$ cat src/rtl/serial_pattern_pkg.sv
// Shared state encodings for the serial pattern transmitter
// and the sequence-detector FSMs fed from it.
package serial_pattern_pkg;

  localparam int STATE_W = 2;

  typedef enum logic [STATE_W-1:0] {
    IDLE = 2'b00,
    SEND = 2'b01,
    GAP  = 2'b10,
    ILL  = 2'b11
  } sp_state_e;

endpackage

$ cat src/rtl/serial_pattern_tx_cnt.sv
// Loadable down-counter shared by the bit count and gap count.
// Load wins over decrement; decrement saturates at zero.
module load_down_counter #(
  parameter int W = 4
) (
  input  logic         clk,
  input  logic         reset,
  input  logic         load,
  input  logic [W-1:0] load_val,
  input  logic         dec,
  output logic [W-1:0] count,
  output logic         zero
);

  logic [W-1:0] cnt_q;
  logic [W-1:0] cnt_d;

  // Next count: reload, step down, or hold.
  always_comb begin
    cnt_d = cnt_q;
    if (load) begin
      cnt_d = load_val;
    end else if (dec && (cnt_q != '0)) begin
      cnt_d = cnt_q - W'(1);
    end
  end

  // Count register, cleared on reset.
  always_ff @(posedge clk or negedge reset) begin
    if (!reset) begin
      cnt_q <= '0;
    end else begin
      cnt_q <= cnt_d;
    end
  end

  assign count = cnt_q;
  assign zero  = (cnt_q == '0);

endmodule

$ cat src/rtl/serial_pattern_tx.sv
// Serial bit-pattern transmitter: parallel word in over valid/ready,
// MSB-first serial out on x framed by x_valid, optional idle gap.
module serial_pattern_tx
  import serial_pattern_pkg::*;
#(
  parameter  int WIDTH      = 8,
  parameter  int GAP_CYCLES = 1,
  localparam int LW         = $clog2(WIDTH) + 1
) (
  input  logic               clk,
  input  logic               reset,
  input  logic               in_valid,
  input  logic [WIDTH-1:0]   in_data,
  input  logic [LW-1:0]      in_len,
  output logic               in_ready,
  output logic               x,
  output logic               x_valid,
  output logic               done,
  output logic [STATE_W-1:0] state
);

  localparam int GW = $clog2(GAP_CYCLES + 1);
  localparam int CW = (LW > GW) ? LW : GW;

  sp_state_e        state_q, state_d;
  logic [WIDTH-1:0] sh_q, sh_d;
  logic             x_q, x_d;
  logic             xv_q, xv_d;
  logic             done_q, done_d;

  logic             cnt_load;
  logic [CW-1:0]    cnt_val;
  logic             cnt_dec;
  logic [CW-1:0]    cnt;
  logic             cnt_zero;
  logic             cnt_one;
  logic [LW-1:0]    len_eff;

  load_down_counter #(
    .W (CW)
  ) u_cnt (
    .clk      (clk),
    .reset    (reset),
    .load     (cnt_load),
    .load_val (cnt_val),
    .dec      (cnt_dec),
    .count    (cnt),
    .zero     (cnt_zero)
  );

  assign cnt_one = (cnt == CW'(1));

  // Out-of-range lengths (0 or above WIDTH) send the full word.
  always_comb begin
    len_eff = in_len;
    if ((in_len == '0) || (in_len > LW'(WIDTH))) begin
      len_eff = LW'(WIDTH);
    end
  end

  // Next state, shifter and counter control.
  always_comb begin
    state_d  = state_q;
    sh_d     = sh_q;
    cnt_load = 1'b0;
    cnt_val  = '0;
    cnt_dec  = 1'b0;
    unique case (state_q)
      IDLE: begin
        if (in_valid) begin
          state_d  = SEND;
          sh_d     = in_data << (LW'(WIDTH) - len_eff);
          cnt_load = 1'b1;
          cnt_val  = CW'(len_eff);
        end
      end
      SEND: begin
        sh_d = sh_q << 1;
        if (cnt_one || cnt_zero) begin
          if (GAP_CYCLES == 0) begin
            state_d = IDLE;
          end else begin
            state_d  = GAP;
            cnt_load = 1'b1;
            cnt_val  = CW'(GAP_CYCLES);
          end
        end else begin
          cnt_dec = 1'b1;
        end
      end
      GAP: begin
        if (cnt_one || cnt_zero) begin
          state_d = IDLE;
        end else begin
          cnt_dec = 1'b1;
        end
      end
      default: begin
        state_d = IDLE;
      end
    endcase
  end

  // Registered serial outputs follow the next state.
  always_comb begin
    x_d    = (state_d == SEND) & sh_d[WIDTH-1];
    xv_d   = (state_d == SEND);
    done_d = (state_q == SEND) && (state_d != SEND);
  end

  // State, shifter and output registers.
  always_ff @(posedge clk or negedge reset) begin
    if (!reset) begin
      state_q <= IDLE;
      sh_q    <= '0;
      x_q     <= 1'b0;
      xv_q    <= 1'b0;
      done_q  <= 1'b0;
    end else begin
      state_q <= state_d;
      sh_q    <= sh_d;
      x_q     <= x_d;
      xv_q    <= xv_d;
      done_q  <= done_d;
    end
  end

  assign in_ready = (state_q == IDLE);
  assign x        = x_q;
  assign x_valid  = xv_q;
  assign done     = done_q;
  assign state    = state_q;

endmodule
$ cat config.mk
export PLATFORM = sky130hd
export DESIGN_NAME = serial_pattern_tx
export DESIGN_NICKNAME = d
export VERILOG_FILES = /design/src/rtl/serial_pattern_pkg.sv /design/src/rtl/serial_pattern_tx_cnt.sv /design/src/rtl/serial_pattern_tx.sv
export SDC_FILE = /design/constraint.sdc
export NUM_CORES = 1
export LEC_CHECK = 0
export CAP_MARGIN = 10
export CORE_UTILIZATION = 55
export DETAILED_ROUTE_END_ITERATION = 8
export PLACE_DENSITY = 0.83
export SLEW_MARGIN = 25
export SYNTH_ARGS = -nofsm -noshare
export SYNTH_HDL_FRONTEND = slang
export SYNTH_SLANG_ARGS = --single-unit
$ cat constraint.sdc
create_clock -name clk -period 3.4 [get_ports clk]
set_input_delay 0.68 -clock clk [delete_from_list [all_inputs] [get_ports clk]]
set_output_delay 0.68 -clock clk [all_outputs]
set_load 0.05 [all_outputs]
**After elaboration in Yosys (flattened, before gate mapping)**

Cells that the tools add are included.

- Add/subtract/negate cells: 2
- Order comparisons: 1
- Equal/unequal tests: 6
- Shifts and indexed selects: 1
- Mux-type cells: 17
- Bitwise operators: 1
- Reductions and logical operators: 12

Operators by type and width:

| kind | count |
|---|---|
| $mux 4 | 4 |
| $pmux 8 s2 | 1 |
| $logic_not 4->1 | 2 |
| $mux 8 | 1 |
| $pmux 4 s2 | 1 |
| $shl 8x4->8 | 1 |
| $mux 2 | 3 |
| $pmux 2 s3 | 1 |
| $mux 1 | 5 |
| $eq 2x1->1 const B | 2 |
| $eq 4x1->1 const B | 1 |
| $gt 4x4->1 const B | 1 |
| $reduce_bool 2->1 | 2 |
| $reduce_bool 4->1 | 1 |
| $sub 4x1->4 const B | 1 |
| $sub 4x4->4 const A | 1 |
| $eq 2x2->1 const B | 1 |
| $logic_and 1x1->1 | 2 |
| $logic_not 2->1 | 1 |
| $logic_or 1x1->1 | 2 |
| $ne 2x1->1 const B | 1 |
| $ne 2x2->1 const B | 1 |
| $pmux 1 s2 | 1 |
| $reduce_and 2->1 | 1 |
| other kinds (2) | 2 |

- Flip-flop bits (word level): 17
- Input bits: 15
- Output and inout bits: 6
- Logic and storage cells: 47

**Logic depth before layout (Yosys ltp)**

Gate-level depths: netlist of the first run.

- Depth in word-level cells: 8
- Gate-level depth with buffers: 9

**Hierarchy**

Synthesis of the first run repeated with hierarchy kept, for this count alone.

- Cells, all modules: 123
- Area, all modules: 1260.0 um^2

Modules (own cells, without submodules):

| module | times used | cells an instance | area an instance (um^2) | sequential area each (um^2) |
|---|---|---|---|---|
| serial_pattern_tx | 1 | 96 | 989.7 | 325.3 |
| load_down_counter | 1 | 27 | 270.3 | 100.1 |

**Least setup slack after synthesis of the first run**

OpenSTA, ideal clock, no wires.

- Path type: input -> register
- Start point: input port in_len[0]
- End point: register x_q (netlist: x)
- Library setup time: 0.122 ns
- Arrival time: 2.374 ns
- Required time: 3.278 ns
- Setup slack: 0.904 ns
- Stages: 8
- Path through: nor2b_2 buf_6 inv_1 ha_1 clkbuf_1 mux4_2 a31o_1 o2111a_1

- Word-level cells in the longest chain between the ends: 8
- Elaborated cells between the ends (all ways): 9
- Classes of those cells: 1 x add/sub; 1 x order compare; 1 x shift; 3 x mux; 1 x bitwise; 2 x reduce/logical

Ends and longest elaborated chain:

| what | RTL line | source |
|---|---|---|
| start: declaration | serial_pattern_tx.sv:14 | `input logic [LW-1:0] in_len,` |
| $gt 4x4->1 or $logic_not 4->1 (tied branches) | serial_pattern_tx.sv:56 | `if ((in_len == '0) \|\| (in_len > LW'(WIDTH))) begin` |
| $logic_or 1x1->1 | serial_pattern_tx.sv:56 |  |
| $mux 4 (*) | serial_pattern_tx.sv:56 |  |
| $sub 4x4->4 (*) | serial_pattern_tx.sv:72 | `sh_d = in_data << (LW'(WIDTH) - len_eff);` |
| $shl 8x4->8 (*) | serial_pattern_tx.sv:72 |  |
| $mux 8 (*) | serial_pattern_tx.sv:70 | `if (in_valid) begin` |
| $pmux 8 s2 (*) | serial_pattern_tx.sv:68 | `unique case (state_q)` |
| $and 1x1->1 (*) | serial_pattern_tx.sv:106 | `x_d = (state_d == SEND) & sh_d[WIDTH-1];` |
| net x_d | serial_pattern_tx.sv:27 | `logic x_q, x_d;` |
| end signal: assignment | serial_pattern_tx.sv:116 | `x_q <= 1'b0;` |
| end signal: assignment | serial_pattern_tx.sv:122 | `x_q <= x_d;` |
| end: declaration | serial_pattern_tx.sv:27 |  |

Mark *: on every way through the listed nets, which the timed path passes. The rest lies on a longest branch. The select of a mux whose other input is x is not followed.
A chain may end at the register's enable or synchronous reset.

**Worst setup path in the final report of the first run**

Same ends and word-level chain as after synthesis.

==> results.env, run 1 <==
GP_ROUTABILITY_CONGESTION=0.880
CP.REQUIRED_NS=3.60
CTS_TREE='yes'
MIN-DELAY-PATH-CLASS='reg -> reg'
SYN_AREA_PER_CELL_UM2=9.80
DRT_ITER0_DRC=28
YOSYSWARNINGS=0
SYNTH.FF_LATCH_COUNT=17
MIN-DELAY-START='u_cnt.count[3]$_DFFE_PN0P_'
CRITICAL_PATH.REG2REG.STARTPOINT='state[1]$_DFF_PN0_'
CLOCKROOTBUFFER='clkbuf_4'
VIAS=1066
MAX_CLOCK_FREQ_GHz=0.376
CLOCK_SINK_COUNT=17
TIGHTEST_SLEW_NS=0.792
PLACEDINSTANCEAREA_UM2=1430
CRITICAL_PATH.STARTPOINT='in_len[0]'
FILLERS=153
VIAS_PER_CELL=6.27
POWER-PER-CELL-AREA_nW_PER_UM2=826
START_UTIL=0.601
GRT_SETUP_UNREPAIRED='false'
MULTI_INPUT_COMB_AREA_UM2=729
POST-DP-HPWL_MM=2.07
WL_PER_CELL_UM=16.1
FINALSETUPTNS_NS=0
CLK-INSERTION-DELAY-LATE_NS=0.30
CLOCK_SKEW_NS=0.00235
CTS_HOLD_REPAIR.BUFFERS=0
DESIGN_POWER_TOTAL_mW=1.20
REPORT.FINAL.HOLD_VIOL_COUNT=0
PLACEMENTROWS=16
POST_SYNTH_INSTANCE_AREA_UM2=1210
ANTENNA_FOUND_INITIAL=0
CELLS_TAKING_THE_MOST_AREA_AFTER_SYNTHESIS='dfrtp_1 35%, ha_1 8.2%, mux4_2 5.6%, mux4_1 4.3%, nand2_1 3.4%'
RESULT_OF_THE_RUN='completed'
MAX_TRANSITION_MARGIN=0.470
FINAL_MIN_PERIOD_OVER_CLOCK_PERIOD=0.783
CRITPATHMAXFANOUT=12
PERIOD_MINUS_SLACK_NS=2.66
POSTCTSRESIZEDCELLS=0
IOPINCOUNT=21
SYNTH_FLOP_TYPE='dfrtp_1'
GRT_USAGE=0.251
DRT.ANTENNA.VIOLATING_NETS=0
GRT_START_MAX_NET_PINS=18
SYNTH.YOSYS.SEQ_AREA_SHARE=0.350
WORSTREG2REGEND='x$_DFF_PN0_'
WORST_SETUP_HOLD_PATH_CLK_SLEW_NS=0.11
FINALSETUPVIOLCOUNT=0
BUFFER_PORTS.INSERTED=20
GLOBALROUTE.TOTALOVERFLOW=0
DESIGN_AREA_UM2=1450
FF_LATCH_AREA_UM2=425
FINAL-MAX-SLEW-VIOLATION-COUNT=0
SETUP.WORST_PATH.CLASS='in -> reg'
CTS_MAX_PATH_BUFFERS=2
YOSYSTOPAREACELL='dfrtp_1'
YOSYS.AREA.TOP_TYPE_SHARE=0.350
HOLDPATHSTAGES=1
ARRIVAL_NS=2.86
DRTPASS1ITERATIONS=4
CORE_AREA_UM2=2020
STARTPOINT_TYPE='input port'
DIE_W_UM=49
ANTENNADIODECOUNT=0
NETS=167
CHIPHEIGHT_UM=49
RATIO_OF_CELLS_WITH_DRIVE_ABOVE_1_IN_THE_FINAL_LAYOUT=0.0839
WORST_SETUP_PATH_END_KIND='flop'
DIE_AREA_UM2=2400
POSTROUTEWIRELENGTH_MM=2.73
VIA_COUNT_OF_THE_FIRST_GLOBAL_ROUTING_PASS=1065
POWER.STATIC_LEAKAGE_nW=0.602
FIN_UTIL=0.719
POST_CTS.REPAIR.SETUP_BUFFERS=0
GRT_FIRST_PASS_WIRELENGTH_MM=4.68
REG2REG_SLACK_NS=1.39
HOLD_END='u_cnt.count[3]$_DFFE_PN0P_'
POST_SYNTH_INST_COUNT=124
CTS_HTREE_LEVELS=1
CTS_MADE_BUFFERS=3
POSTSYNTH.ASYNCRESETSHARE=1.00
NUMBER_OF_FLOPS_MAPPED_TO_ENABLE_CELLS_BY_YOSYS=0
CAP_VIOL_MAX_COUNT=0
POSTSYNTHNETCOUNT=147
DRC=0
RR_WORST_DEPTH=6
NETLIST-CELL-TYPE-COUNT=44
POWER.IR.VDD_WORST_mV=0.567
SYN_TO_FINAL_GROWTH_PCT=19.7
==> power breakdown <==
part           switching, mW  internal [mW]  total (mW)
clock network         0.0731         0.0438       0.117
logic                  0.432          0.296       0.728
registers             0.0578          0.298       0.356
==> worst max path at each step <==
stage | endpoint | slack [ns] | depth (start not counted)
final | x$_DFF_PN0_ | 0.74 | 7
after global routing | sh_q[2]$_DFFE_PN0P_ | 0.62 | 8
after CTS | sh_q[2]$_DFFE_PN0P_ | 0.73 | 8
after detailed placement | sh_q[2]$_DFFE_PN0P_ | 0.43 | 8
after global placement | sh_q[6]$_DFFE_PN0P_ | 0.53 | 8
after floorplan | x$_DFF_PN0_ | 0.90 | 8
==> layer usage <==
metal  track usage  vias to the layer above  wire [um]
met1         0.323                      513       1280
met3        0.0187                        5        120
li1              -                      501          -
met4        0.0833                        0         30
met2         0.444                       47       1300
met5             0                        -          0
==> state kept, by name (all words and copies together), names as in the netlist <==
name / cells
done: 1
x: 1
sh_q: 8
x_valid: 1
u_cnt.count: 4
state: 2
==> per-stage QoR <==
step / hold slack, ns / instances / setup slack [ns]
floorplan: 0.384 / 124 / 0.904
global placement: 0.492 / 166 / 0.529
detailed placement: 0.512 / 166 / 0.434
CTS: 0.538 / 170 / 0.734
global route: 0.553 / 170 / 0.617
finish: 0.549 / 170 / 0.739
==> kinds of logic after synthesis <==
family,count (synthesis),synth area share
and+or+nand+nor,41,0.177
adders and majority gates,8,0.0824
DFF,17,0.350
AOI/OAI and AO/OA,33,0.195
xor gates and xnor gates,3,0.0216
buffers and inverters,14,0.0494
muxes,8,0.125
==> Yosys cell counts (2+ instances only) <==
cell type	n
clkbuf_1	5
or3_1	2
or4_1	3
mux2i_1	2
inv_1	8
xnor2_1	2
mux4_2	3
dfrtp_1	17
and3_1	3
nand3_1	3
a41oi_1	3
o22a_1	2
o211ai_1	3
nand2_1	11
ha_1	8
mux4_1	2
a31oi_1	4
nor2_1	9
o21ai_0	6
a21oi_1	3
nand2b_1	2
==> placed cells by master (no fill, tap or decap), drive strengths merged, types with 2 or more instances in the layout <==
| cell | netlist | layout |
|---|---|---|
| and3 | 3 | 3 |
| o22a | 2 | 2 |
| o211ai | 3 | 3 |
| xnor2 | 2 | 2 |
| nor2b | 2 | 2 |
| nand3 | 3 | 3 |
| ha | 8 | 8 |
| nor2 | 9 | 9 |
| mux2i | 2 | 2 |
| mux4 | 5 | 5 |
| dfrtp | 17 | 17 |
| a21oi | 3 | 3 |
| clkdlybuf4s50 | 0 | 20 |
| nand2 | 11 | 11 |
| nand2b | 3 | 3 |
| or4 | 3 | 3 |
| or2 | 2 | 2 |
| a41oi | 3 | 3 |
| clkbuf | 5 | 3 |
| or3 | 2 | 2 |
| inv | 8 | 8 |
| a31oi | 4 | 4 |
| o21ai | 7 | 7 |
==> worst max-delay path, cell delays in order <==
cell             delay (ns)
clkdlybuf4s50_1        0.50
nor2b_2                0.17
inv_1                  0.11
ha_1                   0.52
mux4_2                 0.40
a31o_1                 0.26
o2111a_1               0.23
==> cell type report <==
type | count | share of cell area
tap | 27 | 0.0232
sequential | 17 | 0.293
clock buffer | 3 | 0.0155
inverter | 8 | 0.0207
timing repair buffer | 21 | 0.143
clock inverter | 1 | 0.00344
multi-input combinational | 93 | 0.502
Note: power is estimated with default switching activity, not from simulation.
==> inputs of run 2 (changes only) <==
--- a/config.mk
+++ b/config.mk
@@ -6,9 +6,9 @@
 export NUM_CORES = 1
 export LEC_CHECK = 0
 export CAP_MARGIN = 10
-export CORE_UTILIZATION = 55
+export CORE_UTILIZATION = 52
 export DETAILED_ROUTE_END_ITERATION = 8
-export PLACE_DENSITY = 0.83
+export PLACE_DENSITY = 0.79
 export SLEW_MARGIN = 25
 export SYNTH_ARGS = -nofsm -noshare
 export SYNTH_HDL_FRONTEND = slang
==> constraint.sdc (replaced) <==
create_clock -name clk -period 2.5 [get_ports clk]
set_input_delay 0.5 -clock clk [delete_from_list [all_inputs] [get_ports clk]]
set_output_delay 0.5 -clock clk [all_outputs]
set_load 0.05 [all_outputs]
==> run 2 against run 1 <==
Net effect:
- critical path depth did not move
- global-route usage is 2.0 points lower
- non-clock buffer count rose by 9
- hold slack lost 0.031 ns
- final area grew 4.8%
- clock skew increased by 0.0039 ns
- sequential share of layout area is 1.3 points lower
- sequential cell count stayed put
- utilization decreased by 3.0 points
- clock power is 28% higher
- sequential power up 37%
- final cell count grew 5.9%
- highest routed layer unchanged
==> results.env, run 2 (synthesis gave the netlist of run 1 again) <==
FF_LATCH_AREA_UM2=425  # unchanged
DIE_W_UM=50.3  # +2.7%
FINAL_MIN_PERIOD_OVER_CLOCK_PERIOD=0.912
CLK-INSERTION-DELAY-LATE_NS=0.29  # about the same
DRT_ITER0_DRC=31  # +11%
DRT.ANTENNA.VIOLATING_NETS=0  # unchanged
RELATIVE_CONTRIBUTION_OF_COMBINATIONAL_CELLS_TO_TOTAL_POWER=0.612  # +0.006
GRT_FIRST_PASS_WIRELENGTH_MM=4.36  # -6.8%
SETUP.WORST_PATH.CLASS='in -> reg'
VIAS_PER_CELL=5.94  # -5.3%
CAP_VIOL_MAX_COUNT=0  # unchanged
CLOCKROOTBUFFER='clkbuf_4'
MAX_CLOCK_FREQ_GHz=0.439
CTS_MADE_BUFFERS=3  # unchanged
LAYOUT.CELLS.NON_FILLER=180  # +5.9%
CP.REQUIRED_NS=2.71  # -0.89 ns
POWER.IR.VDD_WORST_mV=0.923  # +63%
CTS_HOLD_REPAIR.BUFFERS=0  # unchanged
FILLERS=187  # +22%
POST_CTS.REPAIR.SETUP_BUFFERS=0  # unchanged
POWER-PER-CELL-AREA_nW_PER_UM2=1080  # +30%
LARGEST_REGISTER_FFS=8  # unchanged
SEQ_POWER_SHARE=0.297  # about the same
START_UTIL=0.549  # -0.0517
WL_PER_CELL_UM=14.8  # -7.6%
CTS_HTREE_LEVELS=1  # unchanged
FINAL.SETUP.WORST_SLACK_NS=0.220  # -0.519 ns
POSTROUTEWIRELENGTH_MM=2.67  # -2.2%
CRITPATHMAXFANOUT=8  # -4
BUFFER_PORTS.INSERTED=20  # unchanged
MIN-DELAY-PATH-CLASS='reg -> reg'
PLACEMENTROWS=17  # +1
VIA_COUNT_OF_THE_FIRST_GLOBAL_ROUTING_PASS=998  # -6.3%
RESULT_OF_THE_RUN='completed'
ANTENNA_FOUND_INITIAL=0  # unchanged
FINALSETUPVIOLCOUNT=0  # unchanged
GLOBALROUTE.TOTALOVERFLOW=0  # unchanged
MOST_FREQUENT_STANDARD_CELL_IN_THE_LAYOUT_EXCLUDING_FILL_AND_TAP_CELLS='clkdlybuf4s50_1'
CTS_MAX_PATH_BUFFERS=2  # unchanged
STARTPOINT_TYPE='input port'
ARRIVAL_NS=2.49  # -0.37 ns
DRC=0  # unchanged
GRT_START_MAX_NET_PINS=18  # unchanged
ANTENNADIODECOUNT=0  # unchanged
CLOCKPOWERSHARE=0.091  # -0.006
P_INT_mW=0.883  # +39%
GRT_SETUP_UNREPAIRED='false'
IOPINCOUNT=21  # unchanged
SWITCHING_SHARE_OF_TOTAL_POWER=0.462  # -0.00697
CLOCK_SINK_COUNT=17  # unchanged
DESIGN_POWER_TOTAL_mW=1.64  # +37%
PERIOD_MINUS_SLACK_NS=2.28
CTS_TREE='yes'
WORST_SETUP_PATH_END_KIND='flop'
MULTI_INPUT_COMB_AREA_UM2=729  # unchanged
GP_ROUTABILITY_CONGESTION=0.840  # -4.6%
MAX_TRANSITION_MARGIN=0.502  # +0.0321
VIAS=1069  # +0.28%
SYN_TO_FINAL_GROWTH_PCT=25.4
CELL_COUNT_AFTER_PLACEMENT=176  # +6.0%
NETS=176  # +5.4%
POST-DP-HPWL_MM=2.10  # +1.3%
DP_WORST_SETUP_SLACK_NS=-0.111  # -0.545 ns
MOST-COMMON-LAYOUT-CELLS='19 x clkdlybuf4s50_1, 17 x dfrtp_1, 11 x nand2_1'
DIE_AREA_UM2=2530  # +5.5%
TIGHTEST_SLEW_NS=0.744  # -0.0480 ns
NET-SWITCHING-POWER_mW=0.759  # +35%
RATIO_OF_CELLS_WITH_DRIVE_ABOVE_1_IN_THE_FINAL_LAYOUT=0.132  # +0.0477
GRT_USAGE=0.231  # -0.0198
CHIPHEIGHT_UM=50.3  # +2.7%
POWER.STATIC_LEAKAGE_nW=0.651  # +8.2%
CORE_AREA_UM2=2210  # +9.4%
DRTPASS1ITERATIONS=4  # unchanged
REPORT.FINAL.HOLD_VIOL_COUNT=0  # unchanged
POSTCTSRESIZEDCELLS=0  # unchanged
CLOCK_SKEW_NS=0.00621  # +0.00387 ns
WORST_SETUP_HOLD_PATH_CLK_SLEW_NS=0.10  # about the same
FINAL-MAX-SLEW-VIOLATION-COUNT=0  # unchanged
REGISTERS.TOP_BY_FF_COUNT='sh_q'
## run 2: layer usage
| metal | track usage | vias to the layer above | part of all wire |
|---|---|---|---|
| li1 | - | 518 | - |
| met1 | 0.293 | 513 | 0.44 |
| met2 | 0.389 | 33 | 0.51 |
| met3 | 0.0273 | 5 | 0.035 |
| met4 | 0.111 | 0 | 0.016 |
| met5 | 0 | - | 0 |
## run 2: area by class of cell
cell class                 instances  area share
sequential                        17       0.279
timing repair buffer              30       0.182
multi-input combinational         93       0.479
clock buffer                       4      0.0172
inverter                           8      0.0197
tap                               28      0.0230
## run 2: final timing paths
| path | from | cells past startpoint | end | slack, ns |
|---|---|---|---|---|
| max in group asynchronous | reset | 1 | sh_q[6]$_DFFE_PN0P_ | 1.39 |
| min in group asynchronous | reset | 1 | state[0]$_DFF_PN0_ | 0.63 |
| worst min register to register | u_cnt.count[3]$_DFFE_PN0P_ | 1 | u_cnt.count[3]$_DFFE_PN0P_ | 0.52 |
| worst max register to register | state[1]$_DFF_PN0_ | 6 | x$_DFF_PN0_ | 0.55 |
| worst min-delay path | u_cnt.count[3]$_DFFE_PN0P_ | 1 | u_cnt.count[3]$_DFFE_PN0P_ | 0.52 |
| worst max-delay path | in_len[0] | 7 | sh_q[5]$_DFFE_PN0P_ | 0.22 |
## run 2: stage by stage
stage	area, um2	utilization	hold slack [ns]	setup TNS (ns)
6_report	1520	0.689	0.518	0
5_1_grt	1520	0.689	0.554	0
4_1_cts	1520	0.688	0.521	0
3_5_place_dp	1500	0.676	0.498	-0.385
3_3_place_gp	1500	0.676	0.493	-0.0371
2_1_floorplan	1210	-	0.204	0
## run 2: power by group through the flow
stage / registers, mW / logic (mW) / clock network (mW)
after floorplan: 0.572 / 0.649 / 0
after global placement: 0.484 / 0.963 / 0
after detailed placement: 0.489 / 1.00 / 0
after CTS: 0.487 / 1.01 / 0.151
after global routing: 0.499 / 1.10 / 0.165
final: 0.488 / 1.00 / 0.150
## run 2: worst max-delay path: stages
cell and delay [ns]:
clkdlybuf4s50_1 0.47, nor2b_2 0.15, inv_1 0.07, ha_1 0.36
buf_4 0.18, or4_1 0.54, a41oi_1 0.22
==> inputs of run 3 (changes only) <==
--- a/config.mk
+++ b/config.mk
@@ -6,6 +6,7 @@
 export NUM_CORES = 1
 export LEC_CHECK = 0
 export CAP_MARGIN = 10
+export CORE_ASPECT_RATIO = 1.75
 export CORE_UTILIZATION = 52
 export DETAILED_ROUTE_END_ITERATION = 8
 export PLACE_DENSITY = 0.79
==> run 3 against run 2 <==
Net effect:
- non-clock buffer count shrank 1
- sequential cell count is the same
- maximum frequency is essentially flat
- clock power is essentially flat
- register-to-register slack gained 0.02 ns
- total power shrank 0.93%
- die area grew 0.30%
- utilization grew 1.5 points
- first-iteration DRC count shrank 13%
- critical endpoint is now sh_q[6]$_DFFE_PN0P_
- largest power group unchanged
==> results.env, run 3 (synthesis gave the netlist of run 1 again) <==
CTS_MADE_BUFFERS=3  # unchanged
TIGHTEST_SLEW_NS=0.753  # +0.00918 ns
POWER-PER-CELL-AREA_nW_PER_UM2=1080  # -0.11%
CHIPHEIGHT_UM=65.9  # +31%
CORE_AREA_UM2=2150  # -2.9%
FINAL_MIN_PERIOD_OVER_CLOCK_PERIOD=0.912  # about the same
MOST_FREQUENT_STANDARD_CELL_IN_THE_LAYOUT_EXCLUDING_FILL_AND_TAP_CELLS='clkdlybuf4s50_1'
RESULT_OF_THE_RUN='completed'
ARRIVAL_NS=2.49  # about the same
FILLERS=187  # unchanged
MULTI_INPUT_COMB_AREA_UM2=729  # unchanged
POSTROUTEWIRELENGTH_MM=2.52  # -5.8%
VIA_COUNT_OF_THE_FIRST_GLOBAL_ROUTING_PASS=1059  # +6.1%
POWER.STATIC_LEAKAGE_nW=0.646  # -0.74%
GRT_SETUP_UNREPAIRED='false'
IOPINCOUNT=21  # unchanged
BUFFER_PORTS.INSERTED=20  # unchanged
DRT_ITER0_DRC=27  # -13%
DIE_AREA_UM2=2540  # +0.30%
CLK-INSERTION-DELAY-LATE_NS=0.30  # about the same
CLOCKROOTBUFFER='clkbuf_4'
START_UTIL=0.566  # +0.0166
CTS_MAX_PATH_BUFFERS=2  # unchanged
CELL_COUNT_AFTER_PLACEMENT=171  # -2.8%
SETUP.WORST_PATH.CLASS='in -> reg'
LAYOUT.CELLS.NON_FILLER=175  # -2.8%
DRT.ANTENNA.VIOLATING_NETS=0  # unchanged
DP_WORST_SETUP_SLACK_NS=-0.103  # +0.00799 ns
STARTPOINT_TYPE='input port'
PERIOD_MINUS_SLACK_NS=2.28  # -0.00133 ns
RATIO_OF_CELLS_WITH_DRIVE_ABOVE_1_IN_THE_FINAL_LAYOUT=0.126  # -0.00575
FINAL-MAX-SLEW-VIOLATION-COUNT=0  # unchanged
VIAS_PER_CELL=6.14  # +3.3%
FINALSETUPVIOLCOUNT=0  # unchanged
CP.REQUIRED_NS=2.71  # about the same
WORST_SETUP_PATH_END_KIND='flop'
MAX_TRANSITION_MARGIN=0.496  # -0.00614
FF_LATCH_AREA_UM2=425  # unchanged
MIN-DELAY-PATH-CLASS='reg -> reg'
CLOCK_SINK_COUNT=17  # unchanged
GRT_USAGE=0.239  # +0.00752
SYN_TO_FINAL_GROWTH_PCT=24.4
DESIGN_AREA_UM2=1510  # -0.82%
GRT_FIRST_PASS_WIRELENGTH_MM=4.42  # +1.3%
PLACEDINSTANCEAREA_UM2=1480  # -0.84%
MAX_CLOCK_FREQ_GHz=0.439  # about the same
VIAS=1074  # +0.47%
NETS=175  # -0.57%
DRTPASS1ITERATIONS=4  # unchanged
GLOBALROUTE.TOTALOVERFLOW=0  # unchanged
WORST_SETUP_HOLD_PATH_CLK_SLEW_NS=0.10  # about the same
GP_ROUTABILITY_CONGESTION=0.871  # +3.7%
ANTENNA_FOUND_INITIAL=0  # unchanged
LARGEST_REGISTER_FFS=8  # unchanged
CTS_TREE='yes'
GRT_START_MAX_NET_PINS=18  # unchanged
PLACEMENTROWS=22  # +5
DIE_W_UM=38.5  # -23%
REGISTERS.TOP_BY_FF_COUNT='sh_q'
POST_CTS.REPAIR.SETUP_BUFFERS=0  # unchanged
POWER.IR.VDD_WORST_mV=0.847  # -8.2%
HOLD_SLACK_NS=0.529  # +0.0110 ns
POST-DP-HPWL_MM=2.04  # -2.6%
CRITPATHMAXFANOUT=6  # -2
CTS_HTREE_LEVELS=1  # unchanged
CAP_VIOL_MAX_COUNT=0  # unchanged
ANTENNADIODECOUNT=0  # unchanged
CLOCK_SKEW_NS=0.00808  # +0.00187 ns
MOST-COMMON-LAYOUT-CELLS='19 x clkdlybuf4s50_1, 17 x dfrtp_1, 11 x nand2_1'
REPORT.FINAL.HOLD_VIOL_COUNT=0  # unchanged
FINAL.SETUP.WORST_SLACK_NS=0.221  # +0.00133 ns
WL_PER_CELL_UM=14.4  # -3.1%
DRC=0  # unchanged
-- run 3: worst paths after layout --
check	startpoint	to	slack (ns)	cells after the start
max	in_len[0]	sh_q[6]$_DFFE_PN0P_	0.22	8
min	u_cnt.count[3]$_DFFE_PN0P_	u_cnt.count[3]$_DFFE_PN0P_	0.53	1
max reg2reg	state[1]$_DFF_PN0_	x$_DFF_PN0_	0.57	6
min reg2reg	u_cnt.count[3]$_DFFE_PN0P_	u_cnt.count[3]$_DFFE_PN0P_	0.53	1
max in group asynchronous	reset	sh_q[1]$_DFFE_PN0P_	1.39	1
min in group asynchronous	reset	x_valid$_DFF_PN0_	0.64	1
-- run 3: what timing repair did --
item / 4_1_cts / 5_1_grt
endpoints found under the setup margin: 0 / 1
hold buffers: 0 / 0
resized for setup: 0 / 1
-- run 3: where the power goes --
group	internal, mW	switching (mW)	total, mW
clock	0.0622	0.0886	0.151
sequential	0.405	0.0811	0.487
combinational	0.412	0.577	0.989
total	0.880	0.747	1.63
-- run 3: critical path, stage by stage --
cell	delay [ns]
clkdlybuf4s50_1	0.47
nor2b_2	0.15
inv_1	0.06
ha_1	0.37
or4bb_1	0.50
o21ai_0	0.12
o211ai_1	0.11
a41oi_1	0.21
-- run 3: final cells by class --
class                           count  area share
Clock buffer                        4      0.0174
Inverter                            8      0.0199
Multi-Input combinational cell     93       0.483
Sequential cell                    17       0.281
Tap cell                           24      0.0199
Timing Repair Buffer               29       0.179
-- run 3: routing by layer --
layer	GRT usage	share of wire	vias up
met5	0	0	-
met4	0.121	0.024	0
met3	0.0303	0.032	7
met1	0.283	0.42	517
li1	-	-	521
met2	0.400	0.53	29
-- run 3: metrics by stage --
step,power [mW],utilization,TNS [ns]
2_1_floorplan,1.22,-,0
4_1_cts,1.63,0.703,0
3_3_place_gp,1.44,0.691,-0.0887
3_5_place_dp,1.48,0.691,-0.419
5_1_grt,1.76,0.704,0
6_report,1.63,0.704,0
==> RTL edit 1, RTL diff (settings of run 3) <==
Take the reset off `sh_q` and load it in a clocked block of its own.
--- a/src/rtl/serial_pattern_tx.sv
+++ b/src/rtl/serial_pattern_tx.sv
@@ -112,17 +112,19 @@
   always_ff @(posedge clk or negedge reset) begin
     if (!reset) begin
       state_q <= IDLE;
-      sh_q    <= '0;
       x_q     <= 1'b0;
       xv_q    <= 1'b0;
       done_q  <= 1'b0;
     end else begin
       state_q <= state_d;
-      sh_q    <= sh_d;
       x_q     <= x_d;
       xv_q    <= xv_d;
       done_q  <= done_d;
     end
+  end
+
+  always_ff @(posedge clk) begin
+    sh_q <= sh_d;
   end
 
   assign in_ready = (state_q == IDLE);
Function: same outputs for any inputs over 10 cycles, from zero or initial values and one cycle with reset low; that may be too few to reach the edited logic, so the function may still have changed.
==> RTL edit 1 against run 3 <==
  * Register-to-register slack worse by 0.04 ns
  * Cell area is 5.0% lower
  * Wire length is 7.2% lower
  * First-iteration DRC count is 15% lower
  * Sequential cell count stayed put
  * Power is 2.8% lower
  * Worst setup slack better by 0.058 ns
  * Area after synthesis is 3.9% lower
  * Largest power group unchanged
  * Highest routed layer unchanged
==> RTL edit 1: results (changes against run 3) <==
[sta]
final_max_slew_viol_count=0  ; unchanged
clock_skew_ns=0.000390  ; -0.00769 ns

[worst_setup_path]
path_delay_family=buffers and inverters
rrSetupSlack_ns=0.53  ; -0.04 ns
critPathMaxStageDelay_ns=0.48  ; -0.02 ns
cp_slowest_cell=clkdlybuf4s50_1
cp_max_fo=3  ; -3

[synth]
async_flop_share_pct=52.9  ; -47 points
synth_nets=138  ; -6.1%
ys_top_cells_by_area=dfrtp_1 19%, edfxtp_1 18%, ha_1 8.6%, mux2i_1 6.0%, nand2_1 4.2%
synth-adder-area-share_pct=8.57  ; +0.34 points
synthMuxAreaShare_pct=11.8  ; -0.67 points
synth_edf_count=7  ; +7
ys_types=43  ; -2.3%
ys_seq_area_share_pct=39.0  ; +4.0 points
synth_common_cells=13 x nand2_1, 9 x a21oi_1, 9 x dfrtp_1
synth-xor-area-share_pct=3.11  ; +0.95 points

[drt]
drt_iter0_drc=23  ; -15%
totalWireLength_um=2340  ; -7.2%
via_count=945  ; -12%

[finish]
fillers=179  ; -4.3%
drive_above_1_share_pct=15.8  ; +3.2 points
multi_input_area_um2=647  ; -11%

[clock_network]
clk_latency_ns=0.28  ; -0.02 ns

[power]
leakagePower_nw=0.616  ; -4.6%
ir_worst_vdd_mv=0.544  ; -36%

[outcome]
outcome=complete, no violations

[placed_design]
gp_congestion=0.771  ; -11%

==> RTL edit 1: changes by cell type in the layout (fill, tap and decap cells not counted), moves of 4 or more <==
| cell | change |
|---|---|
| mux2i_1 | +5 |
| nor2_1 | -5 |
| buf_4 | -4 |
| dfrtp_1 | -8 |
| edfxtp_1 | +7 |
| a21oi_1 | +6 |
==> RTL edit 1: final timing paths <==
path / start / end / depth (start not counted)
min in group clk: sh_q[7] / sh_q[7] / 2
max reg2reg: state[1] / u_cnt.count[3] / 7
max in group asynchronous: reset / done / 1
min reg2reg: sh_q[7] / sh_q[7] / 2
max: in_len[0] / sh_q[5] / 8
min: reset / u_cnt.count[3] / 1
==> RTL edit 1: layout make-up <==
class                   instances  share of cell area, %
clock buffers                   3                   1.57
inverters                       9                   2.53
clock inverters                 1                  0.348
multi-input cells              84                   45.0
well taps                      24                   2.09
repair buffers                 25                   16.7
flip-flops and latches         17                   31.7
==> RTL edit 1: what timing repair did <==
item | 4_1_cts | 5_1_grt
resized for setup | 0 | 1
endpoints found under the setup margin | 0 | 1
buffers inserted | 0 | 0
==> RTL edit 1: through the flow <==
step,std cells,hold slack (ns)
after CTS,163,0.501
after detailed placement,159,0.478
final,163,0.499
after global routing,163,0.513
after floorplan,115,0.204
after global placement,159,0.476
==> RTL edit 1: layer usage <==
metal | GRT usage, % | vias up | routed length (um) | part of all wire [%]
li1 | - | 471 | - | -
met1 | 24.1 | 449 | 845 | 36
met4 | 9.38 | 0 | 49 | 2.1
met5 | 0 | - | 0 | 0
met3 | 2.40 | 6 | 47 | 2.0
met2 | 43.1 | 19 | 1390 | 60
==> RTL edit 1: report_power, final <==
group | switching (mW) | internal, mW
clock | 0.0813 | 0.0595
sequential | 0.0741 | 0.452
combinational | 0.550 | 0.364
total | 0.705 | 0.876
==> RTL edit 2, RTL diff (flow settings as in run 3) <==
Without the edit above. The parameter `WIDTH` goes from 8 to 16.
--- a/src/rtl/serial_pattern_tx.sv
+++ b/src/rtl/serial_pattern_tx.sv
@@ -3,7 +3,7 @@
 module serial_pattern_tx
   import serial_pattern_pkg::*;
 #(
-  parameter  int WIDTH      = 8,
+  parameter  int WIDTH      = 16,
   parameter  int GAP_CYCLES = 1,
   localparam int LW         = $clog2(WIDTH) + 1
 ) (
Ports: changed (resized in_data and in_len); port bits go from 21 to 30. No check against the original RTL was run, so the function may have changed too.
==> RTL edit 2 against run 3 <==
  * The flow now finishes with violations (negative setup slack)
  * Die area rose by 68%
  * Wire length rose by 110%
  * Final cell count rose by 91%
  * Count of clock-buffer cells in the layout did not move
  * Sequential cell count rose by 9
  * Cell area rose by 92%
  * Sequential power rose by 55%
  * Area after synthesis rose by 71%
  * Core utilization rose by 4.7 points
  * Via count rose by 86%
  * Power rose by 73%
  * Fmax fell by 11%
  * Worst setup slack got worse by 0.28 ns
  * Critical path type unchanged
==> RTL edit 2: results (changes against run 3) <==
[worst_setup_path]
arrival_ns=2.72  ; +0.23 ns
critPathMaxStageDelay_ns=0.52  ; +0.02 ns
cp_slowest_cell=mux4_2
cp_max_fo=5  ; -1
path_delay_family=multiplexers

[placed_design]
gp_congestion=0.913  ; +4.9%
dp_hpwl_um=4100  ; +100%
io_buffer_count=29  ; +45%
place_area_um2=2720  ; +84%
dp_cells=322  ; +88%

[grt]
grt_max_degree=27  ; +9
grt_pass1_vias=2003  ; +89%
grt_pass1_wl_um=8960  ; +100%
grt_usage_pct=27.2  ; +3.3 points
antenna_found_initial=0  ; unchanged

[synth]
synth-compound-area-share_pct=20.4  ; +0.97 points
async_flop_share_pct=100  ; unchanged
ys_top_cells_by_area=dfrtp_1 31%, mux2i_1 8.2%, mux4_2 7.6%, a21oi_1 5.8%, ha_1 5.4%
synth-adder-area-share_pct=5.42  ; -2.8 points
synth-xor-area-share_pct=2.17  ; +0.0073 points
synth_common_cells=26 x dfrtp_1, 25 x nand2_1, 24 x a21oi_1
syn_avg_cell_area_um2=9.52  ; -2.8%
synth_nets=251  ; +71%
ys_types=49  ; +11%
ys_seq_area_share_pct=31.3  ; -3.7 points
synthMuxAreaShare_pct=20.7  ; +8.2 points
yosysWarnings=0  ; unchanged

[clock_network]
clk_latency_ns=0.27  ; -0.03 ns
clk_pin_slew_ns=0.09
htree_num_levels=1  ; unchanged
cts_made_buffers=3  ; unchanged
cts_root_buffer=clkbuf_8
clockBufferDepth=2  ; unchanged

[finish]
largest_reg_flops=16  ; +8
fillers=299  ; +60%
drive_above_1_share_pct=30.4  ; +18 points
n_antenna_cell=0  ; unchanged
regMostFlops=sh_q
final_cells=334  ; +91%

[sta]
tns_ns=-0.0577  ; -0.0577 ns
worst_slack_ns=-0.0556  ; -0.277 ns
clock_skew_ns=0.00385  ; -0.00423 ns
finalSetupViolations=2  ; +2
max-slew-margin-rel_pct=66.7  ; +17 points
final_max_slew_viol_count=0  ; unchanged

[power]
ir_worst_vdd_mv=0.711  ; -16%
leakagePower_nw=1.29  ; +100%
p_per_area_nw_per_um2=971  ; -9.8%

[drt]
first_pass_iters=4  ; unchanged
viasPerCell=5.98  ; -2.6%
totalWireLength_um=5320  ; +110%
drt_iter0_drc=89  ; +230%

[worst_hold_path]
hold_path.class=flip-flop to flip-flop

[outcome]
outcome=complete, but fails checks
violations=negative setup slack

## RTL edit 2: path summary, 6_finish.rpt
kind                                start  cells past startpoint              to  slack (ns)
worst min-delay path              sh_q[6]                      2         sh_q[6]        0.50
worst min register to register    sh_q[6]                      2         sh_q[6]        0.50
worst max-delay path            in_len[3]                     12        sh_q[12]       -0.06
max in group asynchronous           reset                      2               x        1.66
worst max register to register   state[0]                      8        sh_q[13]        0.40
min in group asynchronous           reset                      2  u_cnt.count[0]        0.59
## RTL edit 2: report_power, final
group | total (mW) | internal [mW] | switching (mW)
registers | 0.756 | 0.622 | 0.134
clock network | 0.277 | 0.141 | 0.136
logic | 1.79 | 0.805 | 0.982
total | 2.82 | 1.57 | 1.25
## RTL edit 2: worst reg2reg max path, stage by stage (launching register included)
cell,delay [ns]
dfrtp_1,0.45
inv_1,0.09
ha_1,0.29
and3_1,0.22
mux2i_1,0.21
nand2b_1,0.28
buf_4,0.17
o21ai_0,0.11
o22a_1,0.18
## RTL edit 2: final cells by class
| type | count | area share, % |
|---|---|---|
| tap | 48 | 2.07 |
| inverter | 10 | 1.81 |
| multi-input combinational | 171 | 49.2 |
| clock buffer | 4 | 1.90 |
| timing repair buffer | 75 | 22.7 |
| sequential | 26 | 22.4 |
## RTL edit 2: logic make-up after synthesis
group | count (synthesis)
compound gates | 67
xor+xnor | 3
fa+ha+maj | 9
buf+inv | 21
flops | 26
mux | 29
simple gates | 63
## RTL edit 2: timing repair
item,4_1_cts,5_1_grt
resized for setup,28,14
setup buffers,5,4
setup endpoints to repair,17,10
pin swaps,6,7
## RTL edit 2: per-layer routing
layer	GRT usage [%]	wire (um)
met1	29.3	2020
met4	13.2	188
met5	0	0
met2	51.1	3010
met3	2.48	105
## RTL edit 2: per-stage QoR
step / power [mW] / setup WS [ns]
final: 2.82 / -0.0556
after global routing: 3.05 / -0.129
after CTS: 2.74 / -0.00987
after detailed placement: 2.45 / -0.763
after global placement: 2.41 / -0.690
after floorplan: 1.94 / -0.432
